$ cat config.mk
export PLATFORM = sky130hd
export DESIGN_NAME = elastic_pipeline
export DESIGN_NICKNAME = d
export VERILOG_FILES = /design/src/rtl/elastic_pipeline_pkg.sv /design/src/rtl/elastic_pipeline_stage.sv /design/src/rtl/elastic_pipeline.sv
export SDC_FILE = /design/constraint.sdc
export NUM_CORES = 1
export LEC_CHECK = 0
export CORE_ASPECT_RATIO = 1.75
export CORE_UTILIZATION = 64
export CTS_CLUSTER_SIZE = 25
export DETAILED_ROUTE_END_ITERATION = 6
export GPL_TIMING_DRIVEN = 1
export HOLD_SLACK_MARGIN = 0.15
export PLACE_DENSITY_LB_ADDON = 0.05
export SLEW_MARGIN = 20
export SYNTH_ARGS = -nofsm -noshare
export SYNTH_HDL_FRONTEND = slang
export SYNTH_SLANG_ARGS = --single-unit
$ cat constraint.sdc
create_clock -name clk -period 11.46 [get_ports clk]
set_clock_uncertainty 0.2 [all_clocks]
set_input_delay 2.292 -clock clk [delete_from_list [all_inputs] [get_ports clk]]
set_output_delay 2.292 -clock clk [all_outputs]
set_load 0.005 [all_outputs]
$ cat src/rtl/elastic_pipeline_pkg.sv
// elastic_pipeline_pkg: shared types and helpers for the elastic pipeline.
// Stats counter width and occupancy width helper live here.
package elastic_pipeline_pkg;

    localparam int STATS_WIDTH = 32;

    typedef logic [STATS_WIDTH-1:0] stats_t;

    function automatic int occ_width(int n);
        return $clog2(n + 1);
    endfunction

endpackage

$ cat src/rtl/elastic_pipeline_stage.sv
// pipe_stage: one valid/data register of the elastic pipeline.
// Data captures only on a load of valid data; clear drops valid only.
module pipe_stage #(
    parameter int                    DATA_WIDTH = 8,
    parameter logic [DATA_WIDTH-1:0] RESET_DATA = '0
) (
    input  logic                  clk,
    input  logic                  rst,
    input  logic                  load,
    input  logic                  clear,
    input  logic                  prev_valid,
    input  logic [DATA_WIDTH-1:0] prev_data,
    output logic                  valid,
    output logic [DATA_WIDTH-1:0] data
);

    // Stage register: clear beats load; data held unless valid data arrives
    always_ff @(posedge clk or posedge rst) begin
        if (rst) begin
            valid <= 1'b0;
            data  <= RESET_DATA;
        end else if (clear) begin
            valid <= 1'b0;
        end else if (load) begin
            valid <= prev_valid;
            if (prev_valid) begin
                data <= prev_data;
            end
        end
    end

endmodule

$ cat src/rtl/elastic_pipeline.sv
// elastic_pipeline: valid/ready delay line with bubble collapse and flush.
// Optional counters enabled by ELASTIC_PIPELINE_STATS_EN.
module elastic_pipeline
    import elastic_pipeline_pkg::*;
#(
    parameter int                    DATA_WIDTH      = 8,
    parameter int                    PIPELINE_LENGTH = 16,
    parameter logic [DATA_WIDTH-1:0] RESET_DATA      = '0
) (
    input  logic                                   clk,
    input  logic                                   rst,
    input  logic                                   flush,
    input  logic [DATA_WIDTH-1:0]                  in_data,
    input  logic                                   in_valid,
    output logic                                   in_ready,
    output logic [DATA_WIDTH-1:0]                  out_data,
    output logic                                   out_valid,
    input  logic                                   out_ready,
    output logic [occ_width(PIPELINE_LENGTH)-1:0]  occupancy
`ifdef ELASTIC_PIPELINE_STATS_EN
    ,
    output stats_t                                 stall_cycles,
    output stats_t                                 beats_out
`endif
);

    localparam int N     = PIPELINE_LENGTH;
    localparam int OCC_W = occ_width(PIPELINE_LENGTH);

    logic [N-1:0]          v;
    logic [N-1:0]          adv;
    logic [N-1:0]          load;
    logic [N-1:0]          prev_v;
    logic [DATA_WIDTH-1:0] d      [N];
    logic [DATA_WIDTH-1:0] prev_d [N];
    logic                  accept;
    logic                  xfer;

    // Advance chain: a stage moves when it is valid and the next slot frees
    always_comb begin
        adv        = '0;
        adv[N-1]   = v[N-1] & out_ready;
        for (int i = N - 2; i >= 0; i--) begin
            adv[i] = v[i] & (~v[i+1] | adv[i+1]);
        end
    end

    // Each stage's source: the input port for stage 0, else the predecessor
    always_comb begin
        prev_v    = '0;
        prev_v[0] = in_valid;
        prev_d[0] = in_data;
        for (int i = 1; i < N; i++) begin
            prev_v[i] = v[i-1];
            prev_d[i] = d[i-1];
        end
    end

    assign load      = ~v | adv;
    assign in_ready  = ~flush & load[0];
    assign accept    = in_valid & in_ready;
    assign out_valid = v[N-1];
    assign out_data  = d[N-1];
    assign xfer      = out_valid & out_ready;

    for (genvar i = 0; i < N; i++) begin : g_stage
        pipe_stage #(
            .DATA_WIDTH (DATA_WIDTH),
            .RESET_DATA (RESET_DATA)
        ) u_stage (
            .clk        (clk),
            .rst        (rst),
            .load       (load[i]),
            .clear      (flush),
            .prev_valid (prev_v[i]),
            .prev_data  (prev_d[i]),
            .valid      (v[i]),
            .data       (d[i])
        );
    end

    // Occupancy tracks accepts minus output transfers; flush empties it
    always_ff @(posedge clk or posedge rst) begin
        if (rst) begin
            occupancy <= '0;
        end else if (flush) begin
            occupancy <= '0;
        end else if (accept && !xfer) begin
            occupancy <= occupancy + OCC_W'(1);
        end else if (!accept && xfer) begin
            occupancy <= occupancy - OCC_W'(1);
        end
    end

`ifdef ELASTIC_PIPELINE_STATS_EN
    // Saturating stall and delivered-beat counters; flush leaves them alone
    always_ff @(posedge clk or posedge rst) begin
        if (rst) begin
            stall_cycles <= '0;
            beats_out    <= '0;
        end else begin
            if (out_valid && !out_ready && stall_cycles != '1) begin
                stall_cycles <= stall_cycles + STATS_WIDTH'(1);
            end
            if (xfer && beats_out != '1) begin
                beats_out <= beats_out + STATS_WIDTH'(1);
            end
        end
    end
`endif

endmodule
==> results.sh <==
export IMPL_final_util_pct=76.9
export IMPL_start_kind="input pin"
export IMPL_yosysMostFrequentCell="dfrtp_1"
export IMPL_worstSetupStartpoint="out_ready"
export IMPL_syn_area_mm2=0.00612
export IMPL_track_usage_pct=21.9
export IMPL_ant_nets=0
export IMPL_grt_pass1_wl_um=16700
export IMPL_drtIter0Drc=177
export IMPL_slew_headroom_pct=49.0
export IMPL_ioPinCount=28
export IMPL_hpwl_um=6450
export IMPL_vdd_drop_max_uv=165
export IMPL_num_rows=46
export IMPL_hold_class="register to register"
export IMPL_layout_drive_gt1_share_pct=39.3
export IMPL_cellLeakagePower_nw=3.42
export IMPL_wl_per_cell_um=16.9
export IMPL_status="completed"
export IMPL_maxSlewViolCount=0
export IMPL_dieWidth_um=75.9
export IMPL_antenna_cells=0
export IMPL_async_flop_share_pct=100
export IMPL_nets=460
export IMPL_synth_edf_count=0
export IMPL_crit_arrival_ns=4.27
export IMPL_portBuffers=27
export IMPL_rsz0062_at_grt="false"
export IMPL_synth_area_leaders="dfrtp_1 61%, mux2_2 24%, a21oi_1 1.2%"
export IMPL_multi_input_area_mm2=0.00225
export IMPL_area_growth_pct=14.9
export IMPL_synth_main_ff_cell="dfrtp_1"
export IMPL_finalHoldViolCount=0
export IMPL_setup_tns_ns=0
export IMPL_die_area_mm2=0.00997
export IMPL_pre_cts_slack_ns=4.73
export IMPL_synth_nets=428
export IMPL_post_cts_resized=0
export IMPL_cts_buffers=17
export IMPL_start_util_pct=66.9
export IMPL_post_cts_setup_buffers=0
export IMPL_antenna_found_initial=0
export IMPL_num_vias=3296
export IMPL_drc_errors=0
export IMPL_routed_wirelength_um=9740
export IMPL_synthTopCellsByCount="149 x dfrtp_1, 128 x mux2_2, 18 x nor2_1"
export IMPL_worstReg2RegStart="g_stage[15].u_stage.valid$_DFFE_PP0P_"
export IMPL_finalCritPeriodShare_pct=59.0
export IMPL_yosysSeqAreaShare_pct=60.9
export IMPL_worst_pin_slew_ns=0.764
export IMPL_max_freq_ghz=0.148
export IMPL_synth_area_leader_cell="dfrtp_1"
export IMPL_synth_seq_cells=149
export IMPL_syn_area_per_cell_um2=14.9
export IMPL_synth_cells=411
export IMPL_critPathMaxFanout=8
export IMPL_core_area_mm2=0.00915
export IMPL_regArea_mm2=0.00373
export IMPL_via_per_inst=5.72
export IMPL_yosys_warnings=0
export IMPL_root_buffer="clkbuf_16"
export IMPL_setup_violations=0
export IMPL_maxCapViolCount=0
export IMPL_end_kind="output port"
export IMPL_path_class="input pin to output port"
export IMPL_gp_congestion=0.801
export IMPL_dr_pass1_iters=4
export IMPL_required_ns=8.97
export IMPL_clk_pin_slew_ns=0.06
export IMPL_dieHeight_um=131
export IMPL_grt_pass1_vias=3469
export IMPL_cts_hold_buffers=0
export IMPL_grt_max_degree=88
export IMPL_clock_latency_ns=0.42
export IMPL_cts_tree="built"
export IMPL_clock_path_buffers=2
export IMPL_synth_top_area_share_pct=60.9
export IMPL_p_total_w=0.00120
export IMPL_num_fill_cells=561
export IMPL_yosysUniqueCellTypes=47
export IMPL_power_density_mw_per_mm2=171
export IMPL_htree_levels=4
export IMPL_period_needed_ns=6.76
export IMPL_fin_ws_ns=4.70
export IMPL_clock_sinks=149
export IMPL_worstHoldStart="g_stage[10].u_stage.data[4]$_DFFE_PP0P_"
export IMPL_globalRouteOverflowTotal=0
[power breakdown]
| group | leakage, nW | switching (W) | internal, W | total, W |
|---|---|---|---|---|
| logic | 1.13 | 0.0000348 | 0.0000471 | 0.0000819 |
| registers | 2.02 | 0.0000220 | 0.000568 | 0.000589 |
| clock network | 0.268 | 0.000207 | 0.000325 | 0.000532 |
[placed cells by master, fill, tap and decap left out, drive strengths merged, types with 2 or more instances in the layout]
| cell | count |
|---|---|
| o21ai | 2 |
| xor2 | 2 |
| nand3b | 8 |
| a211oi | 3 |
| bufinv | 2 |
| clkinv | 4 |
| nand4 | 6 |
| nor3 | 2 |
| o31ai | 2 |
| nor3b | 3 |
| a21oi | 17 |
| nand3 | 10 |
| nor2b | 2 |
| dfrtp | 149 |
| and3 | 2 |
| inv | 10 |
| clkbuf | 20 |
| mux2 | 128 |
| a21o | 3 |
| clkinvlp | 5 |
| ha | 3 |
| nand2b | 4 |
| clkdlybuf4s50 | 27 |
| buf | 2 |
| nor2 | 20 |
| nand2 | 6 |
[worst paths after layout]
path	cells after the start	endpoint	slack, ns
worst max-delay path	7	in_ready	4.70
worst min-delay path	1	g_stage[11].u_stage.data[4]$_DFFE_PP0P_	0.29
worst max register to register	11	occupancy[4]$_DFFE_PP0P_	7.95
worst min register to register	1	g_stage[11].u_stage.data[4]$_DFFE_PP0P_	0.29
max in group asynchronous	3	g_stage[9].u_stage.data[5]$_DFFE_PP0P_	7.75
min in group asynchronous	2	g_stage[15].u_stage.data[5]$_DFFE_PP0P_	2.14
[state kept, by name, summed over array words and instances, names as in the netlist]
signal                 cells
occupancy                  5
g_stage.u_stage.data     128
g_stage.u_stage.valid     16
[worst max-delay path: stages]
cell	delay (ns)
clkdlybuf4s50_1	0.51
nand3b_4	0.25
nor3_4	0.32
nand3_1	0.19
nor2_1	0.16
nor2_1	0.07
clkdlybuf4s50_1	0.47
[logic make-up (layout without fill, tap and decap cells)]
kind of cell               count (synthesis)  in the layout  share of synthesized area [%]
buffers and inverters                     25             70                           2.31
muxes                                    129            129                           23.7
and+or+nand+nor                           71             71                           8.50
xor gates and xnor gates                   2              2                          0.286
DFF                                      149            149                           60.9
adders and majority gates                  4              4                          0.940
AOI/OAI and AO/OA                         31             31                           3.33
[metrics by stage]
stage / area (um2) / hold slack, ns / instances
final: 7030 / 0.292 / 576
after CTS: 7030 / 0.297 / 576
after global routing: 7030 / 0.313 / 576
after floorplan: 6120 / 0.274 / 411
after detailed placement: 6450 / 0.286 / 544
after global placement: 6450 / 0.282 / 544
[cell type report]
class | instances | share of cell area [%]
tap | 120 | 2.13
sequential | 149 | 53.0
clock inverter | 12 | 1.85
inverter | 9 | 0.551
multi-input combinational | 237 | 32.0
clock buffer | 20 | 6.35
timing repair buffer | 29 | 4.11
[metal layers]
| metal | up-vias | global-route usage (%) | share of wire, % |
|---|---|---|---|
| li1 | 1529 | - | - |
| met1 | 1704 | 23.7 | 37 |
| met2 | 51 | 40.3 | 59 |
| met3 | 12 | 5.00 | 2.5 |
| met4 | 0 | 9.83 | 1.3 |
| met5 | - | 0 | 0 |
Note: power is estimated with default switching activity, not from simulation.
==> RTL edit 1 (same flow settings) <==
Set the parameter `PIPELINE_LENGTH` to 8 (it was 16).
--- a/src/rtl/elastic_pipeline.sv
+++ b/src/rtl/elastic_pipeline.sv
@@ -4,7 +4,7 @@
     import elastic_pipeline_pkg::*;
 #(
     parameter int                    DATA_WIDTH      = 8,
-    parameter int                    PIPELINE_LENGTH = 16,
+    parameter int                    PIPELINE_LENGTH = 8,
     parameter logic [DATA_WIDTH-1:0] RESET_DATA      = '0
 ) (
     input  logic                                   clk,
Interface: changed (resized occupancy); port bits go from 28 to 27. No check against the original RTL was run, so the function may have changed too.
==> RTL edit 1 against the unedited design <==
- power shrank 50%
- sequential power decreased by 44%
- design area decreased by 48%
- synthesized area decreased by 47%
- synthesized cell count decreased by 43%
- sequential cell count down 73
- wire length decreased by 48%
- worst setup slack improved by 140 ps
- critical path type unchanged
- largest power group unchanged
- highest routed layer unchanged
==> RTL edit 1: results (changes against the unedited design) <==
[place]
dpl_worst_slack_ps = 4830  ; was 4730 ps
portBuffers = 26  ; was 27
place.gp.congestion = 0.797  ; was 0.801
place_hpwl_mm = 3.45  ; was 6.45 mm

[min_path]
min_from = g_stage[6].u_stage.data[4]$_DFFE_PP0P_  ; was g_stage[10].u_stage.data[4]$_DFFE_PP0P_
hold_path_depth = 1  ; unchanged
hold_path.class = reg2reg  ; unchanged
hold_end = g_stage[6].u_stage.data[4]$_DFFE_PP0P_  ; was g_stage[11].u_stage.data[4]$_DFFE_PP0P_

[global_route]
grt_max_degree = 77  ; was 88
antenna_found_initial = 0  ; unchanged
grt_overflow = 0  ; unchanged
grt_pass1_wl_mm = 8.83  ; was 16.7 mm
grtUsageTotal_pct = 21.9  ; about the same
first_global_vias = 1881  ; was 3469

[clock_tree]
clockRootBuffer = clkbuf_8  ; was clkbuf_16
clockBufferDepth = 2  ; unchanged
hold_buffers = 0  ; unchanged
cts_made_buffers = 9  ; was 17
cts_setup_buffers = 0  ; unchanged
cts_resized = 0  ; unchanged
clk_pin_slew_ps = 70
insertion_delay_ps = 340  ; was 420 ps
cts_max_level = 3  ; was 4

[final_layout]
top_regs = g_stage.u_stage.data (64), g_stage.u_stage.valid (8), occupancy (4)  ; was g_stage.u_stage.data (128), g_stage.u_stage.valid (16), occupancy (5)
top_register = g_stage.u_stage.data  ; unchanged
drive_above_1_share_pct = 34.1  ; was 39.3%
nets = 271  ; was 460
largest_reg_flops = 64  ; was 128
num_antenna_cells = 0  ; unchanged
nFillCells = 351  ; was 561

[synth]
synth_cell_types = 39  ; was 47
synth_nets = 250  ; was 428
ys.warnings.count = 0  ; unchanged
synth.top_cells.by_count = 76 x dfrtp_1, 57 x mux2_2, 13 x nor2_1  ; was 149 x dfrtp_1, 128 x mux2_2, 18 x nor2_1
synthArstFlopShare_pct = 100  ; unchanged
ys_seq_area_share_pct = 58.4  ; was 60.9%
synth.area.top_cells = dfrtp_1 58%, mux2_2 20%, mux2_4 3.7%, buf_4 1.8%, nor2_1 1.5%  ; was dfrtp_1 61%, mux2_2 24%, a21oi_1 1.2%, nor2_1 1.1%, nand4_4 1.0%

[setup_path]
r2r_end = occupancy[3]$_DFFE_PP0P_  ; was occupancy[4]$_DFFE_PP0P_
worstPathArrival_ps = 4130  ; was 4270 ps
rrSetupSlack_ps = 8680  ; was 7950 ps
crit_path_max_fanout = 26  ; was 8
timing.rr.start = g_stage[7].u_stage.valid$_DFFE_PP0P_  ; was g_stage[15].u_stage.valid$_DFFE_PP0P_
r2r_cells = 8  ; was 11

[sta]
slew_headroom_pct = 37.7  ; was 49.0%

[drt]
avgViaCountPerCell = 5.88  ; was 5.72
drtIter0Drc = 51  ; was 177
detail_route.wl_per_cell_um = 16.1  ; was 16.9 µm
drtPass1Iterations = 4  ; unchanged

[outcome]
status = complete, no violations  ; unchanged

[pwr]
ir_drop_mv = 0.124  ; was 0.165 mV
cellLeakagePower_uw = 0.00173  ; was 0.00342 µW

==> RTL edit 1: cell types whose count changed after synthesis, moves of 5 or more <==
cell,before,now
a21oi_1,15,9
dfrtp_1,149,76
nor2_1,18,13
mux2_2,128,57
mux2_4,0,8
nand3_1,10,4
==> RTL edit 1: kinds of logic (layout without fill, tap and decap cells) <==
kind of cell | Yosys count | count (layout) | synth area share, %
XOR/XNOR | 2 | 2 | 0.538
AO/OA/AOI/OAI | 22 | 22 | 4.57
buffers and inverters | 24 | 48 | 4.38
adder cells (fa/ha/maj) | 3 | 3 | 1.38
multiplexers | 65 | 65 | 23.4
AND/OR/NAND/NOR | 42 | 42 | 7.30
flip-flops | 76 | 76 | 58.4
==> RTL edit 1: how the worst max path moves through the flow <==
stage,from,to,slack [ps],cells after the start
6_report,flush,in_ready,4840,3
5_1_grt,flush,in_ready,4660,3
4_1_cts,flush,in_ready,4820,3
3_5_place_dp,flush,in_ready,4830,3
3_3_place_gp,flush,in_ready,4890,3
2_1_floorplan,out_ready,in_ready,6150,3
==> RTL edit 1: stage by stage <==
stage | power (µW) | std cells | instance area (µm²) | utilization [%] | hold WS [ps]
2_1_floorplan | 391 | 234 | 3260 | - | 274
3_3_place_gp | 410 | 298 | 3470 | 70.4 | 283
3_5_place_dp | 416 | 298 | 3470 | 70.4 | 289
4_1_cts | 610 | 312 | 3660 | 74.2 | 306
5_1_grt | 635 | 312 | 3660 | 74.2 | 319
6_report | 605 | 312 | 3660 | 74.2 | 301
==> RTL edit 1: worst max-delay path, stage by stage <==
cell,delay (ps)
clkdlybuf4s50_1,830
a31oi_1,450
clkdlybuf4s50_1,560
==> RTL edit 1: cell type report <==
class	instances	area (µm²)	share of cell area [%]
sequential	76	1900	51.9
multi-input combinational	134	1210	33.1
timing repair buffer	27	268	7.31
clock buffer	10	138	3.76
tap	54	67.6	1.84
clock inverter	4	51.3	1.40
inverter	7	26.3	0.717
==> RTL edit 1: power breakdown <==
part | internal (µW) | total, µW | switching, µW
clock network | 104 | 195 | 91.1
registers | 309 | 331 | 22.1
logic | 51.1 | 78.7 | 27.6
==> RTL edit 1: routing by layer <==
| layer | global-route usage (%) | share of wire, % | vias up |
|---|---|---|---|
| li1 | - | - | 858 |
| met1 | 25.6 | 41 | 931 |
| met2 | 36.8 | 54 | 29 |
| met3 | 6.05 | 2.7 | 15 |
| met4 | 11.8 | 2.6 | 0 |
| met5 | 0 | 0 | - |
==> RTL edit 2 (config.mk and constraints unchanged) <==
Made on the original files. Add a define of `ELASTIC_PIPELINE_STATS_EN`.
--- a/src/rtl/elastic_pipeline.sv
+++ b/src/rtl/elastic_pipeline.sv
@@ -1,5 +1,7 @@
 // elastic_pipeline: valid/ready delay line with bubble collapse and flush.
 // Optional counters enabled by ELASTIC_PIPELINE_STATS_EN.
+`define ELASTIC_PIPELINE_STATS_EN
+
 module elastic_pipeline
     import elastic_pipeline_pkg::*;
 #(
Behaviour (old outputs only; new: beats_out and stall_cycles): unchanged (equiv_simple and equiv_induct, registers matched by name and starting in step).
==> RTL edit 2 against the unedited design <==
- power up 29%
- synthesized area up 49%
- worst setup slack worse by 210 ps
- global-route usage up 2.5 points
- sequential cell count up 64
- design area up 53%
- fmax down 3.1%
- wire length up 79%
- critical endpoint unchanged
- highest routed layer unchanged
==> RTL edit 2: results (changes against the unedited design) <==
[outcome]
status = complete, no violations  ; unchanged

[global_route]
grtUsageMet2_pct = 48.5  ; was 40.3%
grt_max_degree = 131  ; was 88
first_global_vias = 5991  ; was 3469

[setup_path]
rrSetupSlack_ps = 7930  ; was 7950 ps
worstPathArrival_ps = 4480  ; was 4270 ps
crit_path_max_fanout = 7  ; was 8

[synth]
ys_seq_area_share_pct = 58.5  ; was 60.9%
synth-xor-area-share_pct = 5.86  ; was 0.286%
synth.top_cells.by_count = 213 x dfrtp_1, 123 x mux2_2, 39 x nor2_1  ; was 149 x dfrtp_1, 128 x mux2_2, 18 x nor2_1
synth_fa_ha_area_share_pct = 1.04  ; was 0.940%
postSynthAreaPerCell_um2 = 12.9  ; was 14.9 µm²
synth_cell_types = 46  ; was 47

[drt]
wl_mm = 17.4  ; was 9.74 mm
wl_met2_mm = 10.2  ; was 5.77 mm
drt-met1-wl_mm = 6.34  ; was 3.58 mm
drtIter0Drc = 221  ; was 177
dr_total_vias = 5769  ; was 3296

[final_layout]
nFillCells = 904  ; was 561
top_regs = g_stage.u_stage.data (128), beats_out (32), stall_cycles (32)  ; was g_stage.u_stage.data (128), g_stage.u_stage.valid (16), occupancy (5)
final_core_util_pct = 77.5  ; was 76.9%
nets = 814  ; was 460

[sta]
hold_slack_ps = 293  ; was 292 ps

[pwr]
clkPwrFrac_pct = 41.2  ; was 44.2%
powerDensity_nw_per_um2 = 144  ; was 171 nW/µm²

[min_path]
min_from = stall_cycles[5]$_DFFE_PP0P_  ; was g_stage[10].u_stage.data[4]$_DFFE_PP0P_
hold_end = stall_cycles[5]$_DFFE_PP0P_  ; was g_stage[11].u_stage.data[4]$_DFFE_PP0P_

[clock_tree]
insertion_delay_ps = 470  ; was 420 ps

-- RTL edit 2: cell types whose count changed after synthesis, sizes merged, moves of 7 or more --
cell,delta
xnor2,+34
nor2,+19
dfrtp,+64
and4,+7
nand2,+29
nand3,+26
and2,+7
nor4,+19
nor3,+15
xor2,+25
nand4,+22
-- RTL edit 2: final cells by class --
cell class,instances,share of cell area (%)
inverter,13,0.522
tap,177,2.05
multi-input combinational,454,33.4
sequential,213,49.4
clock inverter,7,0.789
timing repair buffer,93,8.62
clock buffer,26,5.12
-- RTL edit 2: worst max-delay path by stage --
stage                     startpoint  cells past startpoint  slack [ps]                        to
final                      out_ready                      6        4490                  in_ready
after global routing       out_ready                      6        4320                  in_ready
after CTS                  out_ready                      6        4460                  in_ready
after detailed placement   out_ready                      6        4490                  in_ready
after global placement     out_ready                      6        4510                  in_ready
after floorplan                  rst                      1        3150  beats_out[0]$_DFFE_PP0P_
